$ cat src/rtl/hamming74_codec_arbiter.sv
// Two-port round-robin front end sharing one Hamming(7,4) encoder/decoder pair; 1-cycle latency, one registered response.
// Backpressure: req_ready drops while the held response is not being drained; rsp_* hold stable until rsp_ready.
// Optional saturating decode-error counter is built only when HAMMING74_ARB_ERR_CNT_EN is defined.

module hamming74_enc (
  input  logic [3:0] data,
  output logic [6:0] code
);
  // Data sits on codeword bits 6,5,4,2; parity on bits 3,1,0.
  assign code = {data[3], data[2], data[1],
                 data[1] ^ data[2] ^ data[3],
                 data[0],
                 data[0] ^ data[2] ^ data[3],
                 data[0] ^ data[1] ^ data[3]};
endmodule

module hamming74_dec (
  input  logic [6:0] code,
  output logic [3:0] info,
  output logic [2:0] syndrome,
  output logic       err
);
  logic       s_a, s_b, s_c;
  logic [2:0] pos;
  logic [6:0] fix;
  logic [6:0] fixed;

  assign s_a = code[0] ^ code[2] ^ code[4] ^ code[6];
  assign s_b = code[1] ^ code[2] ^ code[5] ^ code[6];
  assign s_c = code[3] ^ code[4] ^ code[5] ^ code[6];
  assign pos = {s_c, s_b, s_a};

  // Only data positions are flipped back; parity-bit errors leave the data untouched.
  always_comb begin
    fix = '0;
    case (pos)
      3'd3:    fix = 7'b0000100;
      3'd5:    fix = 7'b0010000;
      3'd6:    fix = 7'b0100000;
      3'd7:    fix = 7'b1000000;
      default: fix = '0;
    endcase
  end

  assign fixed    = code ^ fix;
  assign info     = {fixed[6], fixed[5], fixed[4], fixed[2]};
  assign syndrome = {s_a, s_b, s_c};
  assign err      = |pos;
endmodule

module hamming74_codec_arbiter #(
  parameter int CNT_W   = 8,
  parameter int RR_INIT = 0
) (
  input  logic             clk,
  input  logic             reset,
  input  logic [1:0]       req_valid,
  output logic [1:0]       req_ready,
  input  logic [1:0]       req_op,
  input  logic [13:0]      req_data,
  output logic             rsp_valid,
  input  logic             rsp_ready,
  output logic             rsp_id,
  output logic [6:0]       rsp_data,
  output logic             rsp_err,
  input  logic             err_clr,
  output logic [CNT_W-1:0] err_count
);
  typedef enum logic {EMPTY, FULL} state_t;

  state_t     state_q, state_d;
  logic       ptr_q;
  logic       grant;
  logic       load;
  logic       xfer;
  logic [6:0] sel_data;
  logic       sel_op;
  logic [6:0] enc_code;
  logic [3:0] dec_info;
  logic [2:0] dec_syn;
  logic       dec_err;
  logic [6:0] res_data;
  logic       res_err;
  logic       id_q;
  logic [6:0] data_q;
  logic       err_q;

  assign load = (state_q == EMPTY) | (rsp_ready & (state_q == FULL));

  // Grant is derived from req_valid and the pointer only, never from req_ready.
  always_comb begin
    grant = ptr_q;
    case (req_valid)
      2'b01:   grant = 1'b0;
      2'b10:   grant = 1'b1;
      default: grant = ptr_q;
    endcase
  end

  assign req_ready = load ? (req_valid & (2'b01 << grant)) : 2'b00;
  assign xfer      = |req_ready;

  assign sel_data = grant ? req_data[13:7] : req_data[6:0];
  assign sel_op   = req_op[grant];

  hamming74_enc u_enc (
    .data (sel_data[3:0]),
    .code (enc_code)
  );

  hamming74_dec u_dec (
    .code     (sel_data),
    .info     (dec_info),
    .syndrome (dec_syn),
    .err      (dec_err)
  );

  assign res_data = sel_op ? enc_code : {dec_syn, dec_info};
  assign res_err  = ~sel_op & dec_err;

  always_ff @(posedge clk or posedge reset) begin
    if (reset) begin
      state_q <= EMPTY;
    end else begin
      state_q <= state_d;
    end
  end

  always_comb begin
    state_d = state_q;
    case (state_q)
      EMPTY:   if (xfer) state_d = FULL;
      FULL:    if (rsp_ready && !xfer) state_d = EMPTY;
      default: state_d = EMPTY;
    endcase
  end

  always_comb begin
    rsp_valid = (state_q == FULL);
  end

  always_ff @(posedge clk or posedge reset) begin
    if (reset) begin
      ptr_q  <= 1'(RR_INIT);
      id_q   <= 1'b0;
      data_q <= '0;
      err_q  <= 1'b0;
    end else if (xfer) begin
      ptr_q  <= ~grant;
      id_q   <= grant;
      data_q <= res_data;
      err_q  <= res_err;
    end
  end

  assign rsp_id   = id_q;
  assign rsp_data = data_q;
  assign rsp_err  = err_q;

`ifdef HAMMING74_ARB_ERR_CNT_EN
  logic [CNT_W-1:0] cnt_q;

  // Clear wins over a same-cycle increment; the count sticks at all-ones.
  always_ff @(posedge clk or posedge reset) begin
    if (reset) begin
      cnt_q <= '0;
    end else if (err_clr) begin
      cnt_q <= '0;
    end else if (xfer && res_err && (cnt_q != {CNT_W{1'b1}})) begin
      cnt_q <= cnt_q + 1'b1;
    end
  end

  assign err_count = cnt_q;
`else
  logic unused_err_clr;

  assign unused_err_clr = err_clr;
  assign err_count      = '0;
`endif

endmodule

$ cat config.mk
export PLATFORM = sky130hd
export DESIGN_NAME = hamming74_codec_arbiter
export DESIGN_NICKNAME = d
export VERILOG_FILES = /design/src/rtl/hamming74_codec_arbiter.sv
export SDC_FILE = /design/constraint.sdc
export NUM_CORES = 1
export LEC_CHECK = 0
export BUFFER_PORTS_ARGS = -buffer_cell sky130_fd_sc_hd__buf_2
export CAP_MARGIN = 20
export CORE_MARGIN = 4
export CORE_UTILIZATION = 40
export DETAILED_ROUTE_END_ITERATION = 16
export GPL_ROUTABILITY_DRIVEN = 0
export PLACE_DENSITY = 0.74
export SETUP_SLACK_MARGIN = 0.2
export SLEW_MARGIN = 20
export SYNTH_ARGS = -nofsm -noshare
export SYNTH_HDL_FRONTEND = slang
export SYNTH_SLANG_ARGS = --single-unit
export TNS_END_PERCENT = 20
$ cat constraint.sdc
create_clock -name clk -period 2.3 [get_ports clk]
set_input_delay 0.575 -clock clk [delete_from_list [all_inputs] [get_ports clk]]
set_output_delay 0.575 -clock clk [all_outputs]
set_load 0.1 [all_outputs]
---- Yosys cells after proc, flatten, opt, wreduce, memory -nomap -nowiden ----
Index checks and enable logic that the tools add are counted.
word-level totals
  flip-flop bits (word level) ............. 11
  output and inout port bits .............. 20
  word-level logic and storage cells ...... 48
cells by class
  shifts and indexed selects .............. 1
  mux-type cells .......................... 10
  order comparisons ....................... 1
  bitwise logic cells ..................... 21
  reduce and logical (&&, ||, !) cells .... 4
  equal/unequal tests ..................... 6
operator list
  operator                                             count
  one-hot mux 7 bit (4 select lines)                   1
  two-way mux 7 bit                                    2
  bitwise XOR 1 bit                                    13
  equality test 3 bit, second input constant           3
  bitwise XOR 7 bit                                    1
  two-way mux 1 bit                                    4
  one-hot mux 1 bit (2 select lines)                   2
  equality test 3 x 2 -> 1 bit, second input constant  1
  inverter 1 bit                                       3
  OR reduction 3 bit                                   1
  AND 1 bit                                            2
  AND 2 bit                                            1
  equality test 2 x 1 -> 1 bit, second input constant  1
  equality test 2 bit, second input constant           1
  < comparator 1 x 2 -> 1 bit, second input constant   1
  two-way mux 2 bit                                    1
  OR reduction 2 bit                                   1
  left shift 1 x 1 -> 2 bit, first input constant      1
  logical AND 1 bit                                    1
  zero test 1 bit                                      1
  bitwise OR 1 bit                                     1

---- Logic depth before layout (Yosys ltp) ----
Gate-level depths: netlist (run 1).
  depth after elaboration ................. 10
  depth in mapped cells ................... 9
  depth with buffers taken out ............ 8

---- Cells and area by module ----
Synthesis (run 1) repeated with hierarchy kept, for this count alone.
second synthesis, totals
  cell total of the unflattened synthesis .. 128
  area total of the unflattened synthesis .. 1228.7 um^2
modules (own cells, without submodules)
  module                   cells an instance  area each (um^2)  times used  seq. area each (um^2)
  hamming74_codec_arbiter  67                 714.4             1           275.3
  hamming74_dec            54                 412.9             1           0.0
  hamming74_enc            7                  101.3             1           0.0

---- Worst setup path after synthesis (run 1) ----
Ideal clock, no wire load.
  kind .................................... input port to output port
  start point ............................. input req_valid[0]
  end point ............................... output req_ready[0]
  path slack .............................. -1.913 ns
  arrival ................................. 3.638 ns
  buffers on the path ..................... 1
  stages on the path ...................... 5
  cell sequence ........................... inv_1 > ha_1 > mux2_4 > clkbuf_8 > nor3_1
on the way
  word-level cells in the longest chain between the ends .. 5
ends and longest elaborated chain
  item                                                                        line  source
  start, declared                                                             57    input logic [1:0] req_valid,
  equality test 2 bit / equality test 2 x 1 -> 1 bit (equally long branches)  93    case (req_valid)
  one-hot mux 1 bit (2 select lines)                                          93
  left shift 1 x 1 -> 2 bit                                                   100   assign req_ready = load ? (req_valid & (2'b01 << grant)) : 2'b00;
  AND 2 bit (*)                                                               100
  two-way mux 2 bit (*)                                                       100
  end, declared                                                               58    output logic [1:0] req_ready,
Every way passes the cells marked *; elsewhere a longest branch is shown, timed or not.

---- Final worst setup path (run 1) ----
Same ends and word-level chain as after synthesis.

==> metrics.csv, run 1 <==
stage,metric,value,unit
status,outcome,"finished, final reports clean",
global_routing,vias in the first global route,1054,
clock_tree,CTS tree,yes,
worst_setup_path,Worst Setup End Kind,output port,
drt,Final ANT Viol Nets,0,
clock_tree,CTS sink count,11,
min_path,Hold Crit Class,input pin to asynchronous set/reset pin,
drt,Routed WL per cell,12.0,um
power_and_ir_drop,clock share of power,6.8,%
worst_setup_path,RR Endpoint,rsp_data[3],
drt,first-pass iteration count of the detailed router,4,
timing,WHS,0.271,ns
global_routing,first-pass GRT wire length,4.82,mm
final_layout,Area Growth Syn to Fin,28.0,%
drt,Starting DRT DRC Count,47,
clock_tree,Clock Latency Late Sink,0.28,ns
logic_synthesis,"flops & latches, synth",11,
logic_synthesis,top cell type's share of synthesized area,21.3,%
run,max-cap viol count,0,
power_and_ir_drop,internal power,0.801,mW
floorplan,Ports,42,
worst_setup_path,Setup CP Type,input pin to output port,
timing,final setup vio count,0,
place,IO buf count,32,
logic_synthesis,Post-synth EDFFs,0,
worst_setup_path,"Req. time, crit path",1.73,ns
drt,drt drc,0,
final_layout,nets,224,
global_routing,total grt overflow,0,
clock_tree,total CTS buffers,3,
timing,final hold violation count,0,
floorplan,Total Die Area,4200,um2
logic_synthesis,sequential element share of the synthesized area,21.3,%
worst_setup_path,CP arrival,1.66,ns
floorplan,Die Wd,64.8,um
power_and_ir_drop,Reg power frac,16.3,%
logic_synthesis,synth top area cells,"dfrtp_1 21%, xnor2_1 11%, nand2_1 7.6%, mux2i_1 5.4%, xor2_1 5.4%",
power_and_ir_drop,total power,2.04,mW
global_routing,largest net degree at the start of global routing,15,
logic_synthesis,"count leader, synth",nand2_1,
worst_setup_path,Reg2Reg Depth,7,
final_layout,filler instances,302,
logic_synthesis,Main synth FF type,dfrtp_1,
logic_synthesis,Post-synth top cells,"26 x nand2_1, 16 x xnor2_1, 13 x nor2_1",
final_layout,share of post-route cells with drive strength above 1,33.5,%
worst_setup_path,Worst setup endpoint,req_ready[0],
timing,Highest Clock Rate,448,MHz
floorplan,Site Rows,20,
timing,Final Max Slew Viols,0,
power_and_ir_drop,Net Switching,1.24,mW
floorplan,Initial Utilization,42.0,%
logic_synthesis,leading area contributor after synthesis,dfrtp_1,
clock_tree,clock root cell,clkbuf_4,
logic_synthesis,warning count from the yosys run,0,
worst_setup_path,CP Launch Point,req_valid[0],
timing,Worst Skew,0.00205,ns
place,post-detail-place hpwl,2.30,mm
worst_setup_path,CP cell instances,"buf_8, inv_4, ha_4, mux2_4, nor3_4, buf_12",
power_and_ir_drop,Leakage,0.752,nW
power_and_ir_drop,Sw Share,60.8,%
clock_tree,"Reg clk slew, reported paths",0.07,ns
final_layout,Ant. Diodes,0,
power_and_ir_drop,peak supply drop,0.000313,V
final_layout,cell area after layout,1650,um2
power_and_ir_drop,combinational share of power,76.8,%
place,post-placement cell area,1570,um2
drt,Via density,4.89,
worst_setup_path,CP max stage cell,mux2_4,
logic_synthesis,synth unique cells,38,
timing,post-route minimum period,2.23,ns
floorplan,core area,3080,um2
global_routing,GRT Resource Usage Total,14.6,%
timing,RSZ-0062 raised after global routing,yes,
drt,vias post-DR,1192,
logic_synthesis,Syn Std Cell Area,1290,um2
drt,WL final,2.92,mm
timing,Tcrit/Tclk final,97.1,%
power_and_ir_drop,pwr dens,1240,nW/um2
logic_synthesis,Post-Syn Instances,156,
worst_setup_path,CP Launch Type,input pin,
worst_setup_path,worst stage delay on the critical path,0.32,ns
clock_tree,CTS Hold Bufs,0,
worst_setup_path,"Max FO, Critical Path",2,
worst_setup_path,Reg2Reg Launch Point,ptr_q,
global_routing,initial antenna violation count,0,
logic_synthesis,ys async rst share,100,%
logic_synthesis,Post-Synthesis Mean Instance Area,8.28,um2
clock_tree,Clock Tree Buf Depth,2,
worst_setup_path,reg2reg setup slack,0.44,ns
clock_tree,H-tree depth,1,
floorplan,Die H,64.8,um
[power by group through the flow]
stage | sequential [mW] | clock, mW | combinational [mW]
2_1_floorplan | 0.926 | 0 | 0.649
3_3_place_gp | 0.337 | 0 | 1.50
3_5_place_dp | 0.339 | 0 | 1.51
4_1_cts | 0.335 | 0.135 | 1.57
5_1_grt | 0.350 | 0.145 | 1.65
6_report | 0.334 | 0.139 | 1.57
[sequential cells by signal, summed over array words and instances (netlist names)]
register / cells
rsp_err: 1
rsp_data: 7
rsp_id: 1
ptr_q: 1
rsp_valid: 1
[cell type report]
class	count	area [um2]	area share (%)
Multi-Input combinational cell	132	920	55.6
Timing Repair Buffer	49	359	21.7
Sequential cell	11	275	16.7
Tap cell	44	55.1	3.33
Clock buffer	4	26.3	1.59
Inverter	4	17.5	1.06
[worst min path at each step]
stage	start	end	slack, ns	depth (start not counted)
2_1_floorplan	reset	ptr_q	0.43	1
3_3_place_gp	rsp_err	rsp_err	0.46	2
3_5_place_dp	rsp_err	rsp_err	0.45	2
4_1_cts	reset	rsp_valid	0.29	2
5_1_grt	reset	rsp_valid	0.32	2
6_report	reset	rsp_valid	0.27	2
[metrics by stage]
stage	TNS (ns)	setup slack (ns)	std cells	util, %
after floorplan	-1.56	-0.588	163	-
after global placement	-0.390	-0.0949	236	50.9
after detailed placement	-0.399	-0.0854	236	50.9
after CTS	0	0.0675	244	53.7
after global routing	0	0.0350	244	53.7
final	0	0.0673	244	53.7
[critical path, delay by kind of cell]
kind          cells  cell delay (ns)
fa+ha+maj         1             0.27
buf+inv           3             0.31
mux               1             0.32
simple gates      1             0.17
[per-layer routing]
layer | GRT usage (%) | vias up | routed length (um)
met4 | 3.17 | 0 | 31
met5 | 0 | - | 0
li1 | - | 605 | -
met3 | 3.64 | 5 | 284
met2 | 24.3 | 55 | 1340
met1 | 19.0 | 527 | 1260
[cells in the final DEF (no fill, tap or decap), types with 2 or more instances in the layout]
cell type  instances
o21ai_0            6
nand2_1           26
o22ai_1            2
xnor2_2            3
xor2_1             8
xnor2_1           16
nand4_1            3
clkbuf_4           3
a21oi_1            6
nand2b_1           2
mux2i_4            2
buf_2             28
mux2_4             2
conb_1             8
o21ai_1            4
dfrtp_1           11
a31oi_1            2
nand3_1            2
buf_12             4
buf_4             15
nor3_1             4
a211oi_1           2
inv_1              3
or3_1              2
nor2_1            12
mux2i_1            7
[timing repair]
item	CTS	global route
buffers inserted	4	0
pin swaps	2	0
endpoints found under the setup margin	4	8
gates resized for setup	5	0
[cells by family (layout without fill, tap and decap cells)]
kind of cell | Yosys count | in the layout | synth area share [%]
and+or+nand+nor | 56 | 56 | 19.6
buffers and inverters | 20 | 57 | 11.5
muxes | 12 | 12 | 12.3
DFF | 11 | 11 | 21.3
AOI/OAI and AO/OA | 28 | 28 | 14.0
other | 1 | 8 | 0.290
xor gates and xnor gates | 27 | 27 | 20.1
adders and majority gates | 1 | 1 | 0.969
Power figures use the tool's default switching activity.
==> run 2, diff against run 1 <==
--- a/config.mk
+++ b/config.mk
@@ -11,10 +11,12 @@
 export CORE_UTILIZATION = 40
 export DETAILED_ROUTE_END_ITERATION = 16
 export GPL_ROUTABILITY_DRIVEN = 0
-export PLACE_DENSITY = 0.74
+export PLACE_DENSITY = 0.75
+export REMOVE_ABC_BUFFERS = 1
 export SETUP_SLACK_MARGIN = 0.2
 export SLEW_MARGIN = 20
 export SYNTH_ARGS = -nofsm -noshare
 export SYNTH_HDL_FRONTEND = slang
+export SYNTH_HIERARCHICAL = 1
 export SYNTH_SLANG_ARGS = --single-unit
 export TNS_END_PERCENT = 20
==> run 2 against run 1 <==
- the flow now finishes with violations (negative setup slack)
- die area down 4.3%
- critical path depth grew 8
- clock-buffer cell count is the same
- via count shrank 2.5%
- wire length up 19%
- cell count is 12% lower
- first-iteration DRC count unchanged
- critical endpoint is now rsp_data[0]
- highest routed layer unchanged
==> metrics.csv, run 2 <==
stage,metric,value,unit,change
clock_tree,Clock Latency Late Sink,0.28,ns,about the same
logic_synthesis,synth unique cells,32,,-16%
logic_synthesis,warning count from the yosys run,6,,+6
final_layout,most frequent cells in the layout,"29 x buf_2, 21 x buf_4, 11 x mux2i_1, 11 x nor3_1, 11 x dfrtp_1",,
floorplan,Total Die Area,4020,um2,-4.3%
power_and_ir_drop,clock share of power,4.8,%,-2.0 points
final_layout,Area Growth Syn to Fin,49.5,%,
power_and_ir_drop,Reg power frac,11.8,%,-4.5 points
logic_synthesis,top cell type's share of synthesized area,22.4,%,+1.1 points
floorplan,Site Rows,19,,-5.0%
timing,post-route minimum period,2.69,ns,+0.460 ns
timing,Highest Clock Rate,371,MHz,-17%
min_path,Hold Crit Class,input pin to asynchronous set/reset pin,,
timing,final setup vio count,9,,+9
clock_tree,clock root cell,clkbuf_4,,
drt,first-pass iteration count of the detailed router,4,,unchanged
logic_synthesis,"count leader, synth",buf_4,,
final_layout,max FFs per register,7,,unchanged
drt,Starting DRT DRC Count,47,,unchanged
clock_tree,CTS sink count,11,,unchanged
place,pre-CTS WS,-0.866,ns,-0.781 ns
floorplan,Ports,42,,unchanged
timing,final hold violation count,0,,unchanged
logic_synthesis,Post-synth EDFFs,0,,unchanged
logic_synthesis,Main synth FF type,dfrtp_1,,
power_and_ir_drop,Sw Share,56.0,%,-4.7 points
clock_tree,CTS Hold Bufs,0,,unchanged
clock_tree,CTS tree,yes,,
final_layout,share of post-route cells with drive strength above 1,51.6,%,+18 points
power_and_ir_drop,internal power,1.26,mW,+57%
timing,Final Max Slew Viols,0,,unchanged
logic_synthesis,synth top area cells,"dfrtp_1 22%, buf_4 10%, mux2i_1 9.0%, mux2_2 7.3%, xor3_1 5.8%",,
global_routing,vias in the first global route,1204,,+14%
power_and_ir_drop,peak supply drop,0.000672,V,+110%
global_routing,initial antenna violation count,0,,unchanged
place,post-detail-place hpwl,2.36,mm,+3.0%
logic_synthesis,Post-Synthesis Mean Instance Area,9.60,um2,+16%
power_and_ir_drop,Leakage,0.882,nW,+17%
drt,Via density,5.40,,+11%
run,max-cap viol count,0,,unchanged
power_and_ir_drop,Net Switching,1.60,mW,+29%
logic_synthesis,Syn Std Cell Area,1230,um2,-4.8%
clock_tree,"Reg clk slew, reported paths",0.07,ns,about the same
logic_synthesis,Post-synth top cells,"17 x buf_4, 11 x a21oi_1, 11 x dfrtp_1, 11 x mux2i_1, 11 x nor3_1",,
worst_setup_path,"Max FO, Critical Path",7,,+5
logic_synthesis,leading area contributor after synthesis,dfrtp_1,,
logic_synthesis,ys async rst share,100,%,unchanged
status,outcome,"complete, but fails checks",,
timing,Worst Skew,0.00442,ns,+0.00237 ns
logic_synthesis,"flops & latches, synth",11,,unchanged
drt,drt drc,0,,unchanged
status,failing checks,negative setup slack,,
global_routing,total grt overflow,0,,unchanged
drt,Final ANT Viol Nets,0,,unchanged
floorplan,Initial Utilization,43.1,%,+1.1 points
floorplan,Die H,63.4,um,-2.2%
power_and_ir_drop,combinational share of power,83.4,%,+6.6 points
global_routing,largest net degree at the start of global routing,12,,-3
worst_setup_path,Worst Setup End Kind,flip-flop,,
clock_tree,H-tree depth,1,,unchanged
final_layout,Ant. Diodes,0,,unchanged
worst_setup_path,CP Launch Type,input pin,,
clock_tree,total CTS buffers,3,,unchanged
logic_synthesis,sequential element share of the synthesized area,22.4,%,+1.1 points
worst_setup_path,"Req. time, crit path",2.44,ns,+0.71 ns
global_routing,first-pass GRT wire length,5.46,mm,+13%
timing,RSZ-0062 raised after global routing,yes,,
power_and_ir_drop,pwr dens,1550,nW/um2,+26%
final_layout,"most common cell after layout, fill and taps aside",buf_2,,
place,IO buf count,32,,unchanged
final_layout,Layout Utilization,64.4,%,+11 points
timing,final setup margin,-0.393,ns,-0.460 ns
final_layout,nets,209,,-6.7%
worst_setup_path,CP arrival,2.83,ns,+1.17 ns
drt,Routed WL per cell,16.2,um,+35%
clock_tree,Clock Tree Buf Depth,2,,unchanged
floorplan,core area,2850,um2,-7.3%
floorplan,Die Wd,63.4,um,-2.2%
timing,Tcrit/Tclk final,117,%,+20 points
global_routing,GRT Resource Usage Total,17.0,%,+2.4 points
worst_setup_path,Setup CP Type,input pin to flip-flop,,
logic_synthesis,Post-Syn Instances,128,,-18%
drt,WL final,3.48,mm,+19%
drt,vias post-DR,1162,,-2.5%
run 2: cell count changes after synthesis, sizes merged, moves of 6 or more:
cell and delta:
xnor2 -12, buf +9, nor2 -11, nand2 -20, nor3 +6, o21ai -9
mux2 +6
run 2: through the flow:
stage | std cells | hold WS, ns | area, um2 | TNS [ns] | power [mW]
5_1_grt | 215 | 0.314 | 1840 | -3.19 | 2.98
4_1_cts | 214 | 0.287 | 1780 | -1.77 | 2.74
3_5_place_dp | 206 | 0.480 | 1560 | -6.44 | 2.38
2_1_floorplan | 115 | 0.427 | 1100 | -5.91 | 1.83
3_3_place_gp | 206 | 0.472 | 1560 | -5.82 | 2.33
6_report | 215 | 0.281 | 1840 | -2.53 | 2.86
run 2: critical path: stages:
cell	delay (ns)
buf_8	0.08
inv_4	0.03
ha_4	0.27
mux2i_4	0.24
buf_12	0.14
mux2_4	0.34
buf_6	0.15
xor2_2	0.18
buf_6	0.15
a21oi_4	0.06
a311oi_2	0.24
nand2_1	0.13
mux2i_1	0.15
a21oi_1	0.10
run 2: logic make-up after synthesis:
kind of cell,count (synthesis),share of synthesized area [%]
compound gates,20,10.1
xor+xnor,14,17.6
fa+ha+maj,2,2.04
buf+inv,26,14.4
flops,11,22.4
mux,21,20.0
other cells,1,0.305
simple gates,33,13.2
run 2: worst paths after layout:
| path | from | to | slack (ns) | cells past startpoint |
|---|---|---|---|---|
| min in group clk | rsp_id | rsp_id | 0.49 | 1 |
| worst min register to register | rsp_id | rsp_id | 0.49 | 1 |
| worst min-delay path | reset | rsp_data[1] | 0.28 | 2 |
| worst max-delay path | req_valid[0] | rsp_data[0] | -0.39 | 14 |
| worst max register to register | ptr_q | rsp_data[0] | -0.07 | 11 |
| max in group asynchronous | reset | rsp_data[2] | 1.72 | 2 |
run 2: layer usage:
metal  global-route usage, %  share of wire [%]  wire (um)  vias to the layer above
li1                        -                  -          -                      537
met1                    18.1                 39       1340                      547
met2                    31.8                 52       1820                       66
met3                    3.73                5.8        202                       12
met4                    7.01                3.3        116                        0
met5                       0                  0          0                        -
run 2: layout make-up:
cell class	count	area [um2]
sequential	11	275
timing repair buffer	65	519
multi-input combinational	98	952
fill	195	1020
tap	31	38.8
inverter	6	25.0
clock buffer	4	26.3
run 2: power by group through the flow:
stage / sequential [mW] / combinational [mW] / clock [mW]
2_1_floorplan: 0.941 / 0.887 / 0
3_3_place_gp: 0.336 / 1.99 / 0
3_5_place_dp: 0.339 / 2.04 / 0
4_1_cts: 0.335 / 2.26 / 0.140
5_1_grt: 0.348 / 2.49 / 0.148
6_report: 0.336 / 2.38 / 0.137
run 2: what timing repair did:
action / in CTS / in global routing
resized for setup: 30 / 7
buffers inserted: 3 / 1
pin swaps: 12 / 10
endpoints found under the setup margin: 10 / 10
cloned: 1 / 0
